<file path="config.mk">
export PLATFORM = sky130hd
export DESIGN_NAME = serial_pe_feeder
export DESIGN_NICKNAME = d
export VERILOG_FILES = /design/src/rtl/serial_pe_feeder_pkg.sv /design/src/rtl/serial_pe_addr_gen.sv /design/src/rtl/serial_pe_feeder.sv
export SDC_FILE = /design/constraint.sdc
export NUM_CORES = 1
export LEC_CHECK = 0
export ABC_CLOCK_PERIOD_IN_PS = 4100
export BUFFER_PORTS_ARGS = -buffer_cell sky130_fd_sc_hd__buf_2
export CAP_MARGIN = 10
export CELL_PAD_IN_SITES_DETAIL_PLACEMENT = 0
export CELL_PAD_IN_SITES_GLOBAL_PLACEMENT = 1
export CORE_UTILIZATION = 38
export DETAILED_ROUTE_END_ITERATION = 8
export PLACE_DENSITY_LB_ADDON = 0.1
export SLEW_MARGIN = 20
export SYNTH_ARGS = -nofsm -noshare
export SYNTH_HDL_FRONTEND = slang
export SYNTH_SLANG_ARGS = --single-unit
</file>
<file path="constraint.sdc">
create_clock -name clk -period 4.1 [get_ports clk]
set_input_delay 0.41 -clock clk [delete_from_list [all_inputs] [get_ports clk]]
set_output_delay 0.41 -clock clk [all_outputs]
set_load 0.02 [all_outputs]
</file>
<file path="src/rtl/serial_pe_feeder_pkg.sv">
// Shared definitions for the serial PE feeder and its address generator.
// Holds PE bus widths, pe_ctl flag encodings and the sequencer state encoding.
// No logic lives here; everything is a constant or a type.
package serial_pe_feeder_pkg;

  localparam int PE_DW = 16;  // neuron / weight width
  localparam int PE_RW = 32;  // PE result width

  localparam logic [1:0] PE_CTL_FIRST = 2'b01;
  localparam logic [1:0] PE_CTL_LAST  = 2'b10;

  typedef enum logic [2:0] {
    ST_IDLE     = 3'd0,
    ST_RUN      = 3'd1,
    ST_WAIT_RES = 3'd2,
    ST_WRITE    = 3'd3,
    ST_FIN      = 3'd4
  } state_t;

endpackage

</file>
<file path="src/rtl/serial_pe_addr_gen.sv">
// Element/output counters and running weight pointer for the serial PE feeder.
// Latency: addresses and flags are combinational views of registered counters.
// Backpressure: none; counters advance only when the sequencer steps them.
module serial_pe_addr_gen #(
  parameter int ADDR_W = 10,
  parameter int LEN_W  = 10
) (
  input  logic              clk,
  input  logic              rst_n,
  input  logic              i_load,
  input  logic [LEN_W-1:0]  i_vec_len,
  input  logic [LEN_W-1:0]  i_out_num,
  input  logic              i_step,
  input  logic              i_next,
  output logic [ADDR_W-1:0] o_n_raddr,
  output logic [ADDR_W-1:0] o_w_raddr,
  output logic [ADDR_W-1:0] o_j,
  output logic              o_first,
  output logic              o_last,
  output logic              o_last_out
);

  logic [LEN_W-1:0]  r_len;
  logic [LEN_W-1:0]  r_num;
  logic [LEN_W-1:0]  r_k;
  logic [LEN_W-1:0]  r_j;
  logic [ADDR_W-1:0] r_wptr;
  logic              w_last;

  assign w_last     = (r_k == r_len - LEN_W'(1));
  assign o_first    = (r_k == '0);
  assign o_last     = w_last;
  assign o_last_out = (r_j == r_num - LEN_W'(1));
  assign o_n_raddr  = ADDR_W'(r_k);
  assign o_w_raddr  = r_wptr;
  assign o_j        = ADDR_W'(r_j);

  // Latch layer shape on start; walk k per element and j per output.
  // The weight pointer never rewinds, so it tracks j*K+k without a multiplier.
  always_ff @(posedge clk) begin
    if (!rst_n) begin
      r_len  <= '0;
      r_num  <= '0;
      r_k    <= '0;
      r_j    <= '0;
      r_wptr <= '0;
    end else if (i_load) begin
      r_len  <= i_vec_len;
      r_num  <= i_out_num;
      r_k    <= '0;
      r_j    <= '0;
      r_wptr <= '0;
    end else begin
      if (i_step) begin
        r_wptr <= r_wptr + ADDR_W'(1);
        r_k    <= w_last ? '0 : r_k + LEN_W'(1);
      end
      if (i_next) begin
        r_j <= r_j + LEN_W'(1);
      end
    end
  end

endmodule

</file>
<file path="src/rtl/serial_pe_feeder.sv">
// Streams K neuron/weight pairs per output into a serial PE and writes N results.
// Latency: K+3 cycles per output with a PE that answers one cycle after last input.
// Backpressure: none on the PE side; WAIT_RES holds indefinitely for pe_vld_o.
module serial_pe_feeder
  import serial_pe_feeder_pkg::*;
#(
  parameter int ADDR_W = 10,
  parameter int LEN_W  = 10
) (
  input  logic              clk,
  input  logic              rst_n,
  input  logic              start,
  input  logic [LEN_W-1:0]  vec_len,
  input  logic [LEN_W-1:0]  out_num,
  output logic              busy,
  output logic              done,
  output logic [ADDR_W-1:0] n_raddr,
  output logic              n_ren,
  input  logic [PE_DW-1:0]  n_rdata,
  output logic [ADDR_W-1:0] w_raddr,
  output logic              w_ren,
  input  logic [PE_DW-1:0]  w_rdata,
  output logic [PE_DW-1:0]  pe_neuron,
  output logic [PE_DW-1:0]  pe_weight,
  output logic [1:0]        pe_ctl,
  output logic              pe_vld_i,
  input  logic [PE_RW-1:0]  pe_result,
  input  logic              pe_vld_o,
  output logic [ADDR_W-1:0] o_waddr,
  output logic [PE_RW-1:0]  o_wdata,
  output logic              o_we
);

  state_t            r_state;
  logic              r_busy;
  logic              r_done;
  logic              r_ren;
  logic              r_pe_vld;
  logic [1:0]        r_pe_ctl;
  logic              r_we;
  logic [ADDR_W-1:0] r_waddr;
  logic [PE_RW-1:0]  r_wdata;

  logic              w_load;
  logic              w_step;
  logic              w_next;
  logic              w_zero;
  logic              w_first;
  logic              w_last;
  logic              w_last_out;
  logic [ADDR_W-1:0] w_n_addr;
  logic [ADDR_W-1:0] w_w_addr;
  logic [ADDR_W-1:0] w_j;
  logic [1:0]        w_ctl;

  assign w_load = (r_state == ST_IDLE) && start;
  assign w_step = (r_state == ST_RUN);
  assign w_next = (r_state == ST_WRITE) && !w_last_out;
  assign w_zero = (vec_len == '0) || (out_num == '0);
  assign w_ctl  = (w_first ? PE_CTL_FIRST : 2'b00) | (w_last ? PE_CTL_LAST : 2'b00);

  serial_pe_addr_gen #(
    .ADDR_W (ADDR_W),
    .LEN_W  (LEN_W)
  ) u_addr_gen (
    .clk        (clk),
    .rst_n      (rst_n),
    .i_load     (w_load),
    .i_vec_len  (vec_len),
    .i_out_num  (out_num),
    .i_step     (w_step),
    .i_next     (w_next),
    .o_n_raddr  (w_n_addr),
    .o_w_raddr  (w_w_addr),
    .o_j        (w_j),
    .o_first    (w_first),
    .o_last     (w_last),
    .o_last_out (w_last_out)
  );

  // Layer sequencer; every control output is a register updated with the state.
  always_ff @(posedge clk) begin
    if (!rst_n) begin
      r_state  <= ST_IDLE;
      r_busy   <= 1'b0;
      r_done   <= 1'b0;
      r_ren    <= 1'b0;
      r_pe_vld <= 1'b0;
      r_pe_ctl <= 2'b00;
      r_we     <= 1'b0;
      r_waddr  <= '0;
      r_wdata  <= '0;
    end else begin
      r_done   <= 1'b0;
      r_we     <= 1'b0;
      // Data stage trails the read by one cycle to line up with buffer latency.
      r_pe_vld <= (r_state == ST_RUN);
      r_pe_ctl <= (r_state == ST_RUN) ? w_ctl : 2'b00;
      case (r_state)
        ST_IDLE: begin
          if (start) begin
            if (w_zero) begin
              r_state <= ST_FIN;
              r_done  <= 1'b1;
            end else begin
              r_state <= ST_RUN;
              r_busy  <= 1'b1;
              r_ren   <= 1'b1;
            end
          end
        end
        ST_RUN: begin
          if (w_last) begin
            r_state <= ST_WAIT_RES;
            r_ren   <= 1'b0;
          end
        end
        ST_WAIT_RES: begin
          // Results arriving in any other state are stray and dropped.
          if (pe_vld_o) begin
            r_state <= ST_WRITE;
            r_wdata <= pe_result;
            r_waddr <= w_j;
            r_we    <= 1'b1;
          end
        end
        ST_WRITE: begin
          if (w_last_out) begin
            r_state <= ST_FIN;
            r_busy  <= 1'b0;
            r_done  <= 1'b1;
          end else begin
            r_state <= ST_RUN;
            r_ren   <= 1'b1;
          end
        end
        ST_FIN: begin
          r_state <= ST_IDLE;
        end
        default: begin
          r_state <= ST_IDLE;
          r_busy  <= 1'b0;
          r_ren   <= 1'b0;
        end
      endcase
    end
  end

  assign busy      = r_busy;
  assign done      = r_done;
  assign n_ren     = r_ren;
  assign w_ren     = r_ren;
  assign n_raddr   = r_ren ? w_n_addr : '0;
  assign w_raddr   = r_ren ? w_w_addr : '0;
  // Buffer data is forwarded only while valid so idle cycles present zeros.
  assign pe_neuron = r_pe_vld ? n_rdata : '0;
  assign pe_weight = r_pe_vld ? w_rdata : '0;
  assign pe_vld_i  = r_pe_vld;
  assign pe_ctl    = r_pe_ctl;
  assign o_we      = r_we;
  assign o_waddr   = r_waddr;
  assign o_wdata   = r_wdata;

endmodule

</file>
-- Yosys cells after proc, flatten, opt, wreduce, memory -nomap -nowiden
Index checks and enable logic that the tools add are counted.
- add/subtract/negate cells: 5
- multiply operators: 0
- div/mod/pow operators: 0
- order comparisons: 0
- equal/unequal tests: 12
- shift operators: 0
- multiplexer cells: 25
- bitwise operators: 4
- reductions and logical operators: 17
- operators with widths (operator ; count):
    2-to-1 mux 16 bit ; 2
    adder 10 x 1 -> 10 bit, second input constant ; 3
    logical NOT 10 bit ; 3
    2-to-1 mux 10 bit ; 3
    == test 10 bit ; 2
    subtractor 10 x 1 -> 10 bit, second input constant ; 2
    2-to-1 mux 3 bit ; 5
    inequality test 2 bit, second input constant ; 6
    one-hot mux 3 bit (4 select lines) ; 1
    2-to-1 mux 1 bit ; 10
    == test 3 x 2 -> 1 bit, second input constant ; 2
    AND reduction 2 bit ; 3
    AND reduction 5 bit ; 1
    one-hot mux 1 bit (4 select lines) ; 1
    AND reduction 4 bit ; 1
    OR reduction 2 bit ; 2
    == test 3 x 1 -> 1 bit, second input constant ; 1
    == test 3 bit, second input constant ; 1
    logical NOT 3 bit ; 1
    inverter 1 bit ; 3
    one-hot mux 1 bit (3 select lines) ; 1
    AND reduction 3 bit ; 1
    OR reduction 3 bit ; 1
    logical AND 1 bit ; 2
    5 further kinds ; 5
- flip-flop bits (word level): 102
- bits in latches: 0
- memory bits (writable): 0
- ROM bits: 0
- input bits: 88
- output and inout port bits: 102
- memories: 0

-- Longest topological paths before layout
- depth after elaboration: 5
- mapped depth: 10

-- Modules after synthesis
From an unflattened synthesis, not the netlist that was laid out.
- cell total of the unflattened synthesis: 609
- area, all modules: 5132.4 µm²
- by module, submodules not included (module ; instances ; cells an instance ; area each (µm²) ; sequential area each (µm²)):
    serial_pe_addr_gen ; 1 ; 305 ; 2720.1 ; 1001.0
    serial_pe_feeder ; 1 ; 304 ; 2412.3 ; 1041.0

-- Least setup slack after synthesis
OpenSTA, ideal clock, no wires.
- path kind: register to register
- start point: register u_addr_gen.r_len[2]
- end point: register r_ren, in the netlist n_ren
- setup time: 0.119 ns
- arrival: 2.124 ns
- required time: 3.981 ns
- slack: 1.858 ns
- stages on the path, launching flop included: 9
- path buffers: 1
- clock period less this slack: 2.242 ns
- cells stage by stage: dfxtp_1 -> buf_2 -> nor3_1 -> nand3b_1 -> xnor2_1 -> nor4_1 -> nand4_2 -> a21o_1 -> o221a_1
- cells in the longest elaborated chain, start to end: 4
- ends and longest elaborated chain (what ; RTL line ; source):
    from (decl) ; serial_pe_addr_gen.sv:23 ; logic [LEN_W-1:0] r_len;
    from (signal assigned) ; serial_pe_addr_gen.sv:48 ; r_len <= i_vec_len;
    subtractor 10 x 1 -> 10 bit ; serial_pe_addr_gen.sv:30 ; assign w_last = (r_k == r_len - LEN_W'(1));
    == test 10 bit ; serial_pe_addr_gen.sv:30 ;
    inequality test 2 bit (no line) ; -- ;
    AND reduction 5 bit (no line) ; -- ;
    to (signal assigned) ; serial_pe_feeder.sv:87 ; r_ren <= 1'b0;
    to (signal assigned) ; serial_pe_feeder.sv:108 ; r_ren <= 1'b1;
    to (signal assigned) ; serial_pe_feeder.sv:115 ; r_ren <= 1'b0;
    to (decl) ; serial_pe_feeder.sv:37 ; logic r_ren;
Every way passes these cells.
A chain may end at the register's enable or synchronous reset.

-- Final worst setup path
- start point: register u_addr_gen.r_num[0]
- end point: register u_addr_gen.r_j[5], in the netlist u_addr_gen.o_j[5]
- cells in the longest elaborated chain, start to end: 4
- ends and longest elaborated chain (what ; RTL line ; source):
    from (decl) ; serial_pe_addr_gen.sv:24 ; logic [LEN_W-1:0] r_num;
    from (signal assigned) ; serial_pe_addr_gen.sv:49 ; r_num <= i_out_num;
    subtractor 10 x 1 -> 10 bit ; serial_pe_addr_gen.sv:33 ; assign o_last_out = (r_j == r_num - LEN_W'(1));
    == test 10 bit ; serial_pe_addr_gen.sv:33 ;
    logical NOT 1 bit ; serial_pe_feeder.sv:58 ; assign w_next = (r_state == ST_WRITE) && !w_last_out;
    logical AND 1 bit ; serial_pe_feeder.sv:58 ;
    to (signal assigned) ; serial_pe_addr_gen.sv:59 ; r_j <= r_j + LEN_W'(1);
    to (decl) ; serial_pe_addr_gen.sv:26 ; logic [LEN_W-1:0] r_j;
Every way passes these cells.

==> out/qor_table.md <==
| Item | Value | Unit |
|---|---|---|
| Most common cell after layout, fill and taps aside | sky130_fd_sc_hd__buf_2 | - |
| Async set-or-reset flop fraction in the synthesized netlist | 0 | % |
| Effective utilization at floorplan | 39.10 | % |
| Number of synthesized register bits | 102 | - |
| Primary flip-flop cell chosen by synthesis mapping | sky130_fd_sc_hd__dfxtp_1 | - |
| Global-route wire length before repair | 22,140 | um |
| Worst Max-Slew Pin Slew | 978.6 | ps |
| Clock latency reported for the late side of the worst-skew pair | 350 | ps |
| Hold bufs inserted after CTS | 0 | - |
| Kind of critical path | reg2reg | - |
| Power density cells | 366.7 | nW/um^2 |
| Proportion of layout cells with a drive suffix above 1 | 27.81 | % |
| CTS Buffer Depth | 2 | - |
| HPWL Detailed | 9653 | um |
| Nets in the synthesized netlist | 730 | - |
| Antenna violations before repair | 0 | - |
| Count of TritonRoute iterations in the first routing pass | 4 | - |
| Number of DRC markers after the initial detailed-route iteration | 255 | - |
| Outcome | finished, final reports clean | - |
| CP arrival | 2820 | ps |
| Overall power | 0.002404 | W |
| Worst r2r src | u_addr_gen.r_num[0] | - |
| Final slew viol count | 0 | - |
| Largest fanout of any net on the critical path | 16 | - |
| Cell count after synthesis | 636 | - |
| Fin Hold WS | 300.7 | ps |
| Vias per std cell | 4.937 | - |
| Design internal power | 0.001753 | W |
| Worst setup startpoint | u_addr_gen.r_num[0] | - |
| Sink Count | 102 | - |
| Combined area of all synthesized cells | 5199 | sq um |
| Wire length per cell after detailed routing | 13.47 | um |
| Tmin final | 2572 | ps |
| Commonest cells after routing, fill and taps aside | 189 x sky130_fd_sc_hd__buf_2, 153 x sky130_fd_sc_hd__nand2_1, 102 x sky130_fd_sc_hd__dfxtp_1, 62 x sky130_fd_sc_hd__a21boi_0, 55 x sky130_fd_sc_hd__and2_1 | - |
| Layout Skew | 7.172 | ps |
| Endpoint class of the critical path | flop | - |
| Worst hold path type | in2reg | - |
| Total Routed Length | 13,180 | um |
| Distinct cell type count of the synthesized netlist | 61 | - |
| Sum of negative setup slack | 0 | ps |
| Total global routing track utilization | 19.48 | % |
| Clock tree root buffer cell | sky130_fd_sc_hd__clkbuf_16 | - |
| Post-CTS setup buffer count | 0 | - |
| H-Tree Level Count | 3 | - |
| Core area | 13,300 | sq um |
| Headroom to the max-slew limit | 34.63 | % |
| Height of the die | 119.0 | um |
| Static leakage | 2.910 | nW |
| DRC errors left | 0 | - |
| Die ar. | 14,150 | sq um |
| Number of warnings issued by yosys | 0 | - |
| Site Rows | 42 | - |
| Endpoints failing hold | 0 | - |
| Count of flip-flops with a built-in enable after synthesis | 0 | - |
| Largest net degree at the start of global routing | 70 | - |
| Setup repair after global routing missed its margin | false | - |
| Count of vias placed by the detailed router | 4,828 | - |
| Share of total power in sequential cells | 44.7 | % |
| Number of diodes added for antenna fixing | 0 | - |
| Detail Route Antenna Nets | 0 | - |
| Worst Setup Start Kind | flop | - |
| Layout area overhead | 26.11 | % |
| Clock share of power | 39.4 | % |
| TritonCTS Buffers | 9 | - |
| Fraction of power spent switching nets | 27.07 | % |
| Post-layout net count | 891 | - |
| CTS tree | built | - |
| Net switching component of the power | 0.0006509 | W |
| Input/output buffers | 189 | - |
| Io pins | 190 | - |
| Max-cap violation count | 0 | - |
| Die X | 119.0 | um |
| Critical hold path startpoint | pe_result[31] | - |
| Placer Congestion | 0.8651 | - |
| Final setup violating endpoints | 0 | - |
| Part of the total power dissipated in combinational logic | 15.9 | % |
| Final worst path period share | 62.73 | % |
| CTS clock-pin slew for the worst setup and hold paths | 70 | ps |
| Global route overflow | 0 | - |
| Total of cells resized after clock tree synthesis | 0 | - |
| Maximum clock frequency | 388.8 | MHz |
| Peak supply drop | 171.3 | uV |
| Mean instance size in the synthesized netlist | 8.174 | sq um |
| Placed cells | 962 | - |
| Proportion of synthesized chip area in sequential cells | 39.28 | % |
| Required time at the worst-slack endpoint | 4340 | ps |
| Final cell count without fillers | 978 | - |
| Vias in the first global route | 4,669 | - |
==> synthesized netlist by cell type (6+ instances only) <==
cell                       number  area [sq um]
sky130_fd_sc_hd__nor3_1         6         30.03
sky130_fd_sc_hd__a21oi_1       10         50.05
sky130_fd_sc_hd__and3_1         8         50.05
sky130_fd_sc_hd__a21boi_0      62         465.5
sky130_fd_sc_hd__xor2_1        24         210.2
sky130_fd_sc_hd__nand4_1       11         68.82
sky130_fd_sc_hd__and2_1        55         344.1
sky130_fd_sc_hd__xnor2_1       15         131.4
sky130_fd_sc_hd__dfxtp_1      102          2042
sky130_fd_sc_hd__nor4_1        10         62.56
sky130_fd_sc_hd__nand2_1      153         574.3
sky130_fd_sc_hd__mux2i_1        9         90.09
sky130_fd_sc_hd__nor2_1        38         142.6
sky130_fd_sc_hd__clkbuf_1      39         146.4
sky130_fd_sc_hd__inv_1          9         33.78
sky130_fd_sc_hd__ha_1           6         75.07
==> sequential cells by signal, summed over array words and instances, names as in the netlist <==
signal and flops:
busy 1, done 1, n_ren 1, o_waddr 10
o_wdata 32, o_we 1, pe_ctl 2, pe_vld_i 1
r_state 3, u_addr_gen.o_j 10, u_addr_gen.o_n_raddr 10, u_addr_gen.o_w_raddr 10
u_addr_gen.r_len 10, u_addr_gen.r_num 10
==> stage by stage <==
step | area (sq um) | setup slack [ps] | util [%]
floorplan | 5199 | 1858 | -
global placement | 6225 | 1595 | 46.82
detailed placement | 6225 | 1545 | 46.82
CTS | 6556 | 1533 | 49.31
global route | 6556 | 1248 | 49.31
finish | 6556 | 1528 | 49.31
==> layer usage <==
layer | global-route usage [%] | part of all wire, %
met3 | 4.119 | 6.3
met4 | 9.256 | 2.3
met2 | 32.24 | 47
met5 | 0 | 0
met1 | 24.08 | 44
==> cells by family after synthesis <==
logic type / after synthesis / share of synthesized area, %
XOR/XNOR: 39 / 6.570
multiplexers: 9 / 1.733
adder cells (fa/ha/maj): 6 / 1.444
flip-flops: 102 / 39.28
AO/OA/AOI/OAI: 113 / 17.31
buffers and inverters: 52 / 4.139
AND/OR/NAND/NOR: 315 / 29.53
==> power by group through the flow <==
stage	Clock (W)	Combinational, W	Sequential, W
2_1_floorplan	0	0.000283	0.00107
3_3_place_gp	0	0.000379	0.00109
3_5_place_dp	0	0.000384	0.00110
4_1_cts	0.000975	0.000386	0.00107
5_1_grt	0.00101	0.000426	0.00108
6_report	0.000948	0.000383	0.00107
==> critical path, stage by stage, from the launching register on <==
cell and delay (ps):
sky130_fd_sc_hd__dfxtp_1 360, sky130_fd_sc_hd__inv_1 70, sky130_fd_sc_hd__ha_1 270, sky130_fd_sc_hd__nor3b_2 290, sky130_fd_sc_hd__o21ai_0 140, sky130_fd_sc_hd__a32oi_1 260
sky130_fd_sc_hd__a32oi_2 210, sky130_fd_sc_hd__a21boi_4 490, sky130_fd_sc_hd__a31oi_1 150, sky130_fd_sc_hd__a41o_1 220
==> worst paths after layout <==
kind	endpoint	slack, ps	cells after the start
worst max-delay path	u_addr_gen.o_j[5]	1530	9
worst min-delay path	o_wdata[31]	300	3
worst max register to register	u_addr_gen.o_j[5]	1530	9
worst min register to register	o_wdata[31]	460	2
==> layout make-up <==
class | instances | area, sq um
Fill cell | 1380 | 6739
Clock buffer | 11 | 252.7
Timing Repair Buffer | 193 | 975.9
Tap cell | 176 | 220.2
Clock inverter | 5 | 78.83
Sequential cell | 102 | 2042
Inverter | 9 | 33.78
Multi-Input combinational cell | 482 | 2953
No activity file was read; power rests on OpenSTA's default activity.
